<file path="src/rtl/regfile_sb_if.sv">
// -----------------------------------------------------------------------------
// regfile_sb_if
//   Bundle of the decode/issue/writeback signals of the scoreboarded register
//   file.
//   master : decode/issue/writeback side; drives indices, write data, issue.
//   slave  : the register file; returns read data, busy flags, busy_count,
//            err_reissue.
// -----------------------------------------------------------------------------
interface regfile_sb_if #(
  parameter int DATA_WIDTH = 32,
  parameter int ADDR_WIDTH = 5
);
  // Read ports
  logic [ADDR_WIDTH-1:0] ctrl_readRegA;
  logic [ADDR_WIDTH-1:0] ctrl_readRegB;
  logic [DATA_WIDTH-1:0] data_readRegA;
  logic [DATA_WIDTH-1:0] data_readRegB;
  logic                  busy_readRegA;
  logic                  busy_readRegB;
  // Writeback port
  logic                  ctrl_writeEnable;
  logic [ADDR_WIDTH-1:0] ctrl_writeReg;
  logic [DATA_WIDTH-1:0] data_writeReg;
  // Issue port
  logic                  ctrl_issue;
  logic [ADDR_WIDTH-1:0] ctrl_issueReg;
  // Status
  logic [ADDR_WIDTH:0]   busy_count;
  logic                  err_reissue;

  modport master (
    output ctrl_readRegA, ctrl_readRegB,
    output ctrl_writeEnable, ctrl_writeReg, data_writeReg,
    output ctrl_issue, ctrl_issueReg,
    input  data_readRegA, data_readRegB, busy_readRegA, busy_readRegB,
    input  busy_count, err_reissue
  );

  modport slave (
    input  ctrl_readRegA, ctrl_readRegB,
    input  ctrl_writeEnable, ctrl_writeReg, data_writeReg,
    input  ctrl_issue, ctrl_issueReg,
    output data_readRegA, data_readRegB, busy_readRegA, busy_readRegB,
    output busy_count, err_reissue
  );
endinterface

</file>
<file path="src/rtl/regfile_sb.sv">
// -----------------------------------------------------------------------------
// regfile_sb
//   Two-read / one-write register file with same-cycle write-to-read bypass
//   and a per-register busy scoreboard for pending writebacks.
//   clock        : rising-edge clock for all state.
//   ctrl_reset_n : asynchronous active-low reset; clears data, busy bits,
//                  busy_count and err_reissue.
//   bus (slave)  : read indices/data/busy (combinational), writeback strobe,
//                  issue reservation, registered busy_count and err_reissue.
// -----------------------------------------------------------------------------
module regfile_sb #(
  parameter int DATA_WIDTH = 32,
  parameter int ADDR_WIDTH = 5,
  parameter bit ZERO_REG   = 1'b1
) (
  input  logic          clock,
  input  logic          ctrl_reset_n,
  regfile_sb_if.slave   bus
);

  localparam int DEPTH = 1 << ADDR_WIDTH;

  logic [DATA_WIDTH-1:0] regs_q [DEPTH];
  logic [DATA_WIDTH-1:0] regs_d [DEPTH];
  logic [DEPTH-1:0]      busy_q, busy_d;
  logic [ADDR_WIDTH:0]   busy_count_q, busy_count_d;
  logic                  err_reissue_q, err_reissue_d;

  // Effective strobes: with a hard-wired R0, writes and issues aimed at it
  // vanish entirely.
  logic wr_ok, is_ok;
  assign wr_ok = bus.ctrl_writeEnable &
                 ~(ZERO_REG && (bus.ctrl_writeReg == '0));
  assign is_ok = bus.ctrl_issue &
                 ~(ZERO_REG && (bus.ctrl_issueReg == '0));

  // Next-state computation.
  always_comb begin
    // NOTE: every variable is given a default before any conditional update;
    // otherwise an unassigned path would infer a latch.
    regs_d        = regs_q;
    busy_d        = busy_q;
    err_reissue_d = 1'b0;

    if (wr_ok) begin
      regs_d[bus.ctrl_writeReg] = bus.data_writeReg;
      busy_d[bus.ctrl_writeReg] = 1'b0;
    end
    // Issue is applied after the write so a same-cycle issue/write to one
    // register leaves it busy: the new producer owns it.
    if (is_ok) begin
      busy_d[bus.ctrl_issueReg] = 1'b1;
      err_reissue_d = busy_q[bus.ctrl_issueReg] &
                      ~(wr_ok && (bus.ctrl_writeReg == bus.ctrl_issueReg));
    end
  end

  // Popcount of the post-update busy vector, registered below.
  always_comb begin
    busy_count_d = '0;
    for (int i = 0; i < DEPTH; i++) begin
      busy_count_d = busy_count_d + (ADDR_WIDTH+1)'(busy_d[i]);
    end
  end

  // NOTE: the register array is reset along with the control state because
  // the block must read all-zero while reset is held; this keeps it in flops
  // rather than a RAM macro.
  always_ff @(posedge clock or negedge ctrl_reset_n) begin
    if (!ctrl_reset_n) begin
      for (int i = 0; i < DEPTH; i++) begin
        regs_q[i] <= '0;
      end
      busy_q        <= '0;
      busy_count_q  <= '0;
      err_reissue_q <= 1'b0;
    end else begin
      // NOTE: sequential state uses non-blocking assignments so every flop
      // samples the pre-edge values, independent of statement order.
      regs_q        <= regs_d;
      busy_q        <= busy_d;
      busy_count_q  <= busy_count_d;
      err_reissue_q <= err_reissue_d;
    end
  end

  // Read ports: R0 forced to zero, then bypass from the writeback port, then
  // the stored value. A completing write hides the busy bit in the same cycle
  // so data and busy agree.
  logic hit_a, hit_b, zero_a, zero_b;
  assign hit_a  = bus.ctrl_writeEnable && (bus.ctrl_writeReg == bus.ctrl_readRegA);
  assign hit_b  = bus.ctrl_writeEnable && (bus.ctrl_writeReg == bus.ctrl_readRegB);
  assign zero_a = ZERO_REG && (bus.ctrl_readRegA == '0);
  assign zero_b = ZERO_REG && (bus.ctrl_readRegB == '0);

  always_comb begin
    if (zero_a)     bus.data_readRegA = '0;
    else if (hit_a) bus.data_readRegA = bus.data_writeReg;
    else            bus.data_readRegA = regs_q[bus.ctrl_readRegA];

    if (zero_b)     bus.data_readRegB = '0;
    else if (hit_b) bus.data_readRegB = bus.data_writeReg;
    else            bus.data_readRegB = regs_q[bus.ctrl_readRegB];
  end

  assign bus.busy_readRegA = busy_q[bus.ctrl_readRegA] & ~hit_a;
  assign bus.busy_readRegB = busy_q[bus.ctrl_readRegB] & ~hit_b;
  assign bus.busy_count    = busy_count_q;
  assign bus.err_reissue   = err_reissue_q;

endmodule

</file>
<file path="src/flat_wrapper.sv">
// flat-port wrapper written by rule: the top's interface ports become plain ports
module regfile_sb_flat 
#(
  parameter int DATA_WIDTH = 32,
  parameter int ADDR_WIDTH = 5,
  parameter bit ZERO_REG   = 1'b1
)
  (clock, ctrl_reset_n, bus_ctrl_readRegA, bus_ctrl_readRegB, bus_ctrl_writeEnable, bus_ctrl_writeReg, bus_data_writeReg, bus_ctrl_issue, bus_ctrl_issueReg, bus_data_readRegA, bus_data_readRegB, bus_busy_readRegA, bus_busy_readRegB, bus_busy_count, bus_err_reissue);
  regfile_sb_if #(.DATA_WIDTH(DATA_WIDTH), .ADDR_WIDTH(ADDR_WIDTH)) bus_i ();
  input  logic clock;
  input  logic ctrl_reset_n;
  input wire logic [$bits(bus_i.ctrl_readRegA)-1:0] bus_ctrl_readRegA;
  input wire logic [$bits(bus_i.ctrl_readRegB)-1:0] bus_ctrl_readRegB;
  input wire logic [$bits(bus_i.ctrl_writeEnable)-1:0] bus_ctrl_writeEnable;
  input wire logic [$bits(bus_i.ctrl_writeReg)-1:0] bus_ctrl_writeReg;
  input wire logic [$bits(bus_i.data_writeReg)-1:0] bus_data_writeReg;
  input wire logic [$bits(bus_i.ctrl_issue)-1:0] bus_ctrl_issue;
  input wire logic [$bits(bus_i.ctrl_issueReg)-1:0] bus_ctrl_issueReg;
  output wire logic [$bits(bus_i.data_readRegA)-1:0] bus_data_readRegA;
  output wire logic [$bits(bus_i.data_readRegB)-1:0] bus_data_readRegB;
  output wire logic [$bits(bus_i.busy_readRegA)-1:0] bus_busy_readRegA;
  output wire logic [$bits(bus_i.busy_readRegB)-1:0] bus_busy_readRegB;
  output wire logic [$bits(bus_i.busy_count)-1:0] bus_busy_count;
  output wire logic [$bits(bus_i.err_reissue)-1:0] bus_err_reissue;
  assign bus_i.ctrl_readRegA = bus_ctrl_readRegA;
  assign bus_i.ctrl_readRegB = bus_ctrl_readRegB;
  assign bus_i.ctrl_writeEnable = bus_ctrl_writeEnable;
  assign bus_i.ctrl_writeReg = bus_ctrl_writeReg;
  assign bus_i.data_writeReg = bus_data_writeReg;
  assign bus_i.ctrl_issue = bus_ctrl_issue;
  assign bus_i.ctrl_issueReg = bus_ctrl_issueReg;
  assign bus_data_readRegA = bus_i.data_readRegA;
  assign bus_data_readRegB = bus_i.data_readRegB;
  assign bus_busy_readRegA = bus_i.busy_readRegA;
  assign bus_busy_readRegB = bus_i.busy_readRegB;
  assign bus_busy_count = bus_i.busy_count;
  assign bus_err_reissue = bus_i.err_reissue;
  regfile_sb #(.DATA_WIDTH(DATA_WIDTH), .ADDR_WIDTH(ADDR_WIDTH), .ZERO_REG(ZERO_REG)) u_core (.clock(clock), .ctrl_reset_n(ctrl_reset_n), .bus(bus_i));
endmodule
</file>
<file path="config.mk">
export PLATFORM = sky130hd
export DESIGN_NAME = regfile_sb_flat
export DESIGN_NICKNAME = d
export VERILOG_FILES = /design/src/rtl/regfile_sb_if.sv /design/src/rtl/regfile_sb.sv /design/src/flat_wrapper.sv
export SDC_FILE = /design/constraint.sdc
export NUM_CORES = 2
export LEC_CHECK = 0
export ABC_AREA = 0
export CORE_ASPECT_RATIO = 0.9
export CORE_MARGIN = 2
export CORE_UTILIZATION = 25
export DETAILED_ROUTE_END_ITERATION = 8
export HOLD_SLACK_MARGIN = 0.08
export PLACE_DENSITY = 0.46
export SYNTH_ARGS = -nofsm -noshare
export SYNTH_HDL_FRONTEND = slang
export SYNTH_SLANG_ARGS = --single-unit
</file>
<file path="constraint.sdc">
create_clock -name clock -period 5.6 [get_ports clock]
set_input_delay 1.12 -clock clock [delete_from_list [all_inputs] [get_ports clock]]
set_output_delay 1.12 -clock clock [all_outputs]
set_load 0.005 [all_outputs]
</file>
---- Yosys cells after proc, flatten, opt, wreduce, memory -nomap -nowiden ----
Index checks and enable logic that the tools add are counted.
storage, ports and cells
  output and inout port bits .............. 73
  register bits ........................... 1,063
  input port bits ......................... 56
  word-level logic and storage cells ...... 131
cells by class
  muxes and demuxes ....................... 26
  bitwise gates (word level) .............. 16
  add/subtract/negate cells ............... 31
  order comparisons ....................... 10
  reductions and logical operators ........ 10
  equal/unequal tests ..................... 3
operators with widths
  operator                                                                             number
  1024-bit bitwise mux                                                                 1
  32-bit 2-to-1 mux                                                                    11
  32-bit binary-select mux with 5-bit select                                           2
  6-bit by 1-bit adder with 6-bit output                                               30
  32-bit demux with 5-bit select                                                       1
  32-bit AND                                                                           1
  32-bit NOT                                                                           1
  32-bit bitwise OR                                                                    1
  5-bit by 6-bit less-than comparator with 1-bit output, second input constant         4
  5-bit logical NOT                                                                    4
  6-bit greater-or-equal comparator, second input constant                             3
  5-bit NOT with 6-bit output                                                          3
  1-bit binary-select mux with 5-bit select                                            3
  5-bit equality test                                                                  3
  1-bit demux with 5-bit select                                                        2
  5-bit by 1-bit greater-or-equal comparator with 1-bit output, second input constant  2
  1-bit logical AND                                                                    6
  6-bit by 1-bit less-than comparator with 1-bit output, second input constant         1
  1-bit 2-to-1 mux                                                                     6
  1-bit AND                                                                            5
  1-bit NOT                                                                            5
  1-bit by 1-bit adder with 2-bit output                                               1

---- Logic depth before layout (Yosys ltp) ----
  depth after elaboration ................. 40
  gate-level depth with buffers ........... 22
  depth with buffers taken out ............ 20

---- Worst setup path before layout ----
OpenSTA, ideal clock, no wires.
  kind .................................... input-to-reg
  from .................................... input port bus_ctrl_writeReg[3]
  to ...................................... register u_core.busy_count_q[4] (netlist: u_core.bus.busy_count[4])
  path buffers ............................ 3
  stages .................................. 21
  arrival ................................. 6,870 ps
  data required time ...................... 5,520 ps
  setup slack ............................. -1,349 ps
  cells stage by stage .................... clkbuf_1 buf_2 nor3b_1 nand2_1 clkbuf_1 a22o_1 fa_1 inv_1 fa_1 fa_1 inv_1 fa_1 inv_1 fa_1 inv_1 fa_1 fa_1 fa_1 a21o_1 a21oi_1 xnor2_1
between the ends
  elaborated cells on any way between the ends .. 44
  classes of those cells .................. add/sub (31); order compare (2); mux (4); bitwise (5); reduce/logical (2)
RTL lines
  what                                                                                                                                                         line                RTL
  start: declaration                                                                                                                                           flat_wrapper.sv:15  input wire logic [$bits(bus_i.ctrl_writeReg)-1:0] bus_ctrl_writeReg;
  5-bit by 6-bit less-than comparator with 1-bit output (not written as such) or 5-bit by 1-bit greater-or-equal comparator with 1-bit output (tied branches)  regfile_sb.sv:47    busy_d[bus.ctrl_writeReg] = 1'b0;
  1-bit logical AND (not written as such)                                                                                                                      regfile_sb.sv:47
  1-bit 2-to-1 mux (not written as such)                                                                                                                       regfile_sb.sv:47
  1-bit demux with 5-bit select                                                                                                                                --
  32-bit NOT (no line)                                                                                                                                         --
  32-bit AND (no line)                                                                                                                                         --
  32-bit 2-to-1 mux (*)                                                                                                                                        regfile_sb.sv:45    if (wr_ok) begin
  32-bit bitwise OR (no line)                                                                                                                                  --
  32-bit 2-to-1 mux (*)                                                                                                                                        regfile_sb.sv:51    if (is_ok) begin
  named net u_core.busy_d[18]                                                                                                                                  regfile_sb.sv:25    logic [DEPTH-1:0] busy_q, busy_d;
  6-bit by 1-bit adder with 6-bit output (*) (14 in series)                                                                                                    regfile_sb.sv:62    busy_count_d = busy_count_d + (ADDR_WIDTH+1)'(busy_d[i]);
  named net u_core.busy_count_d[4]                                                                                                                             regfile_sb.sv:26    logic [ADDR_WIDTH:0] busy_count_q, busy_count_d;
  end signal: assignment                                                                                                                                       regfile_sb.sv:82    busy_count_q <= busy_count_d;
  end: declaration                                                                                                                                             regfile_sb.sv:26
Mark *: on every way through the listed nets, which the timed path passes. The rest lies on a longest branch.
A chain may end at the register's enable or synchronous reset.

---- Worst setup path in the final report ----
  from .................................... input port bus_ctrl_issueReg[2]
  to ...................................... register u_core.busy_count_q[4] (netlist: u_core.bus.busy_count[4])
between the ends
  longest elaborated chain between the ends .. 37
  elaborated cells on any way between the ends .. 41
  classes of those cells .................. add/sub (31); order compare (2); mux (3); bitwise (3); reduce/logical (2)
RTL lines
  what                                                                                                                                                         line                RTL
  start: declaration                                                                                                                                           flat_wrapper.sv:18  input wire logic [$bits(bus_i.ctrl_issueReg)-1:0] bus_ctrl_issueReg;
  5-bit by 6-bit less-than comparator with 1-bit output (not written as such) or 5-bit by 1-bit greater-or-equal comparator with 1-bit output (tied branches)  regfile_sb.sv:52    busy_d[bus.ctrl_issueReg] = 1'b1;
  1-bit logical AND (not written as such)                                                                                                                      regfile_sb.sv:52
  1-bit 2-to-1 mux (not written as such)                                                                                                                       regfile_sb.sv:52
  1-bit demux with 5-bit select                                                                                                                                --
  32-bit bitwise OR (no line)                                                                                                                                  --
  32-bit 2-to-1 mux (*)                                                                                                                                        regfile_sb.sv:51
  named net u_core.busy_d[1]                                                                                                                                   regfile_sb.sv:25
  1-bit by 1-bit adder with 2-bit output (*)                                                                                                                   regfile_sb.sv:62
  6-bit by 1-bit adder with 6-bit output (*) (30 in series)                                                                                                    regfile_sb.sv:62
  named net u_core.busy_count_d[4]                                                                                                                             regfile_sb.sv:26
Marked as above.

==> flow_summary.json <==
{
  "coreArea_mm2": 0.2307,
  "layout-drive-gt1-share": 0.4714,
  "area_growth_pct": 17.71,
  "grt_max_degree": 116,
  "fin_nets": 4329,
  "p_leak_nw": 29.25,
  "critical_path_required_ps": 6250,
  "path_cells": "buf_6, or3_4, buf_4, buf_6, o21ai_4, ha_4, fa_1, fa_1, fa_1, fa_1, inv_2, fa_1, inv_1, fa_1, fa_2, fa_2, a21o_1, a21oi_2, xnor2_1",
  "power_switching_mw": 8.189,
  "synth_area_mm2": 0.05812,
  "synth_fp_nets": 4191,
  "async_flop_share": 1.000,
  "pre_cts_slack_ps": -1492,
  "multiInputGateArea_mm2": 0.02968,
  "min_period_over_period": 1.035,
  "wl_mm": 219.8,
  "gr-total-overflow": 0,
  "regArea_mm2": 0.02660,
  "antenna_found_initial": 5,
  "portBuffers": 128,
  "worst_pin_slew_ps": 1179,
  "ctsHtreeMaxLevel": 3,
  "path_clk_slew_ps": 60,
  "met3_usage": 0.02777,
  "finalHoldViolCount": 0,
  "status": "complete, but fails checks",
  "vias": 39320,
  "drv_slew": 0,
  "clk_latency_ps": 760,
  "routedWlPerCell_um": 29.84,
  "grt_util_all_layers": 0.1840,
  "cap_violations": 0,
  "setup_tns_ps": -351.9,
  "grt_pass1_wl_mm": 314.8,
  "synthCells": 4103,
  "synth_edf_count": 0,
  "relSlewSlack": 0.2139,
  "cts_root_buf": "clkbuf_16",
  "die-area_mm2": 0.2364,
  "dr.pass1.iters": 5,
  "cts.path.max_buffers": 3,
  "r2r_cells": 17,
  "hold_depth": 0,
  "synth_ff_type": "dfrtp_1",
  "comb_power_share": 0.320,
  "ant_nets": 0,
  "dpl.hpwl_mm": 134.9,
  "final_cell_mix": "dfrtp_1, mux2_2, mux4_2",
  "use_met2": 0.2810,
  "cts_inserted_buffers": 114,
  "vdd_drop_max_mv": 0.8050,
  "critPathMostFrequentCell": "fa_1",
  "drc": 0,
  "synth-seq-cells": 1063,
  "die_h_um": 461.4,
  "rsz0062_at_grt": "true",
  "syn_avg_cell_area_um2": 14.17,
  "fmax_mhz": 172.5,
  "cts_tree": "yes",
  "crit_type": "input port to register",
  "cp_max_fo": 3,
  "cp.depth": 19,
  "skew_ps": 29.39,
  "rows": 167,
  "cp_top_family": "adder cells",
  "layout_commonest_cell": "dfrtp_1",
  "dp_cells": 7151,
  "synth_cell_types": 59,
  "clock-sinks": 1063,
  "grt_pass1_vias": 40540,
  "p_per_area_mw_per_mm2": 385.0,
  "drtIter0Drc": 3646,
  "n_fill_cell": 23270,
  "post-route-util": 0.2966,
  "post-route-min-period_ps": 5797,
  "fin_cells": 7366,
  "setup_ws_ps": -197.2,
  "final-setup-viol-count": 2,
  "startpoint_type": "input port",
  "whs_ps": 390.5,
  "violations": "negative setup slack",
  "crit_path_top_delay_cell": "fa_1",
  "met1_usage": 0.2751,
  "end_kind": "register",
  "io_pins": 129,
  "viasPerCell": 5.338,
  "min_path_type": "register to register",
  "ys_seq_area_frac": 0.4577,
  "slowest_delay_ps": 550,
  "crit_buf_inv": 5,
  "p_seq_frac": 0.393,
  "intPower_mw": 18.15,
  "initial_utilization": 0.2519,
  "arrival_ps": 6450,
  "yosys_warnings": 0,
  "gp_congestion": 0.8447,
  "pwr-share-clk": 0.288,
  "p_sw_frac": 0.3109,
  "die_w_um": 512.2,
  "busiest_layer": "met2"
}
## through the flow
| step | cell area (µm²) | power [mW] |
|---|---|---|
| floorplan | 58270 | 15.57 |
| global placement | 64570 | 18.31 |
| detailed placement | 64570 | 18.54 |
| CTS | 68340 | 26.57 |
| global route | 68410 | 27.93 |
| finish | 68410 | 26.34 |
## worst reg2reg max path, delay by kind of cell, from the launching register on
family / cells / cell delay [ps]
DFF: 1 / 470
xor gates and xnor gates: 1 / 140
adders and majority gates: 8 / 3740
and+or+nand+nor: 1 / 120
AOI/OAI and AO/OA: 3 / 400
buffers and inverters: 4 / 190
## logic make-up after synthesis
family / after synthesis / share of synthesized area
buf+inv: 499 / 0.04015
compound gates: 514 / 0.06532
simple gates: 281 / 0.02362
mux: 1697 / 0.4007
flops: 1063 / 0.4577
fa+ha+maj: 32 / 0.009989
xor+xnor: 17 / 0.002562
## cell usage after synthesis, types with 23 or more instances
| cell type | number | share of area |
|---|---|---|
| buf_1 | 41 | 0.0026 |
| a221o_1 | 25 | 0.0043 |
| fa_1 | 24 | 0.0083 |
| nor2_1 | 50 | 0.0032 |
| a22o_1 | 23 | 0.0035 |
| buf_4 | 31 | 0.0040 |
| o21ai_0 | 52 | 0.0045 |
| mux2i_1 | 297 | 0.051 |
| dfrtp_1 | 1063 | 0.46 |
| inv_1 | 47 | 0.0030 |
| a221oi_1 | 24 | 0.0036 |
| a22oi_1 | 213 | 0.028 |
| mux2_2 | 996 | 0.19 |
| clkbuf_1 | 230 | 0.015 |
| nand2_1 | 103 | 0.0067 |
| nand3_1 | 32 | 0.0028 |
| mux4_2 | 404 | 0.16 |
| a21oi_1 | 56 | 0.0048 |
| buf_2 | 125 | 0.011 |
## final cells by class
type / instances / share of cell area
diodes: 3 / 0.0001097
flip-flops and latches: 1063 / 0.3888
repair buffers: 473 / 0.06630
inverters: 48 / 0.002634
clock buffers: 176 / 0.04936
well taps: 3042 / 0.05563
clock inverters: 20 / 0.003383
multi-input cells: 2541 / 0.4338
## sequential cells by signal, summed over array words and instances, names as in the netlist
| name | count |
|---|---|
| u_core.regs_q | 1024 |
| u_core.bus.busy_count | 6 |
| u_core.bus.err_reissue | 1 |
| u_core.busy_q | 32 |
## what timing repair did
action / CTS / global route
hold buffers: 0 / 0
buffers inserted: 12 / 5
endpoints found under the setup margin: 6 / 6
resized for setup: 68 / 20
pin swaps: 22 / 22
## layer usage
metal,wire length (µm),up-vias,part of all wire
met5,0,-,0
met4,4161,0,0.019
met3,11510,246,0.052
met2,98150,1233,0.45
met1,106000,21770,0.48
li1,-,16070,-
## power groups by stage
stage	Sequential (mW)	Combinational [mW]	Clock, mW
after floorplan	10.0	5.52	0
after global placement	10.4	7.94	0
after detailed placement	10.4	8.12	0
after CTS	10.3	8.47	7.79
after global routing	10.5	9.31	8.10
final	10.3	8.42	7.57
## path summary, 6_finish.rpt
path                                             to                  from  slack (ps)
max                        u_core.bus.busy_count[4]  bus_ctrl_issueReg[2]        -200
min                             u_core.regs_q[1000]   u_core.regs_q[1000]         390
max reg2reg                u_core.bus.busy_count[4]     u_core.busy_q[22]         450
min reg2reg                     u_core.regs_q[1000]   u_core.regs_q[1000]         390
max in group asynchronous        u_core.regs_q[428]          ctrl_reset_n        3710
min in group asynchronous        u_core.regs_q[952]          ctrl_reset_n         410
No activity file was read; power rests on OpenSTA's default activity.
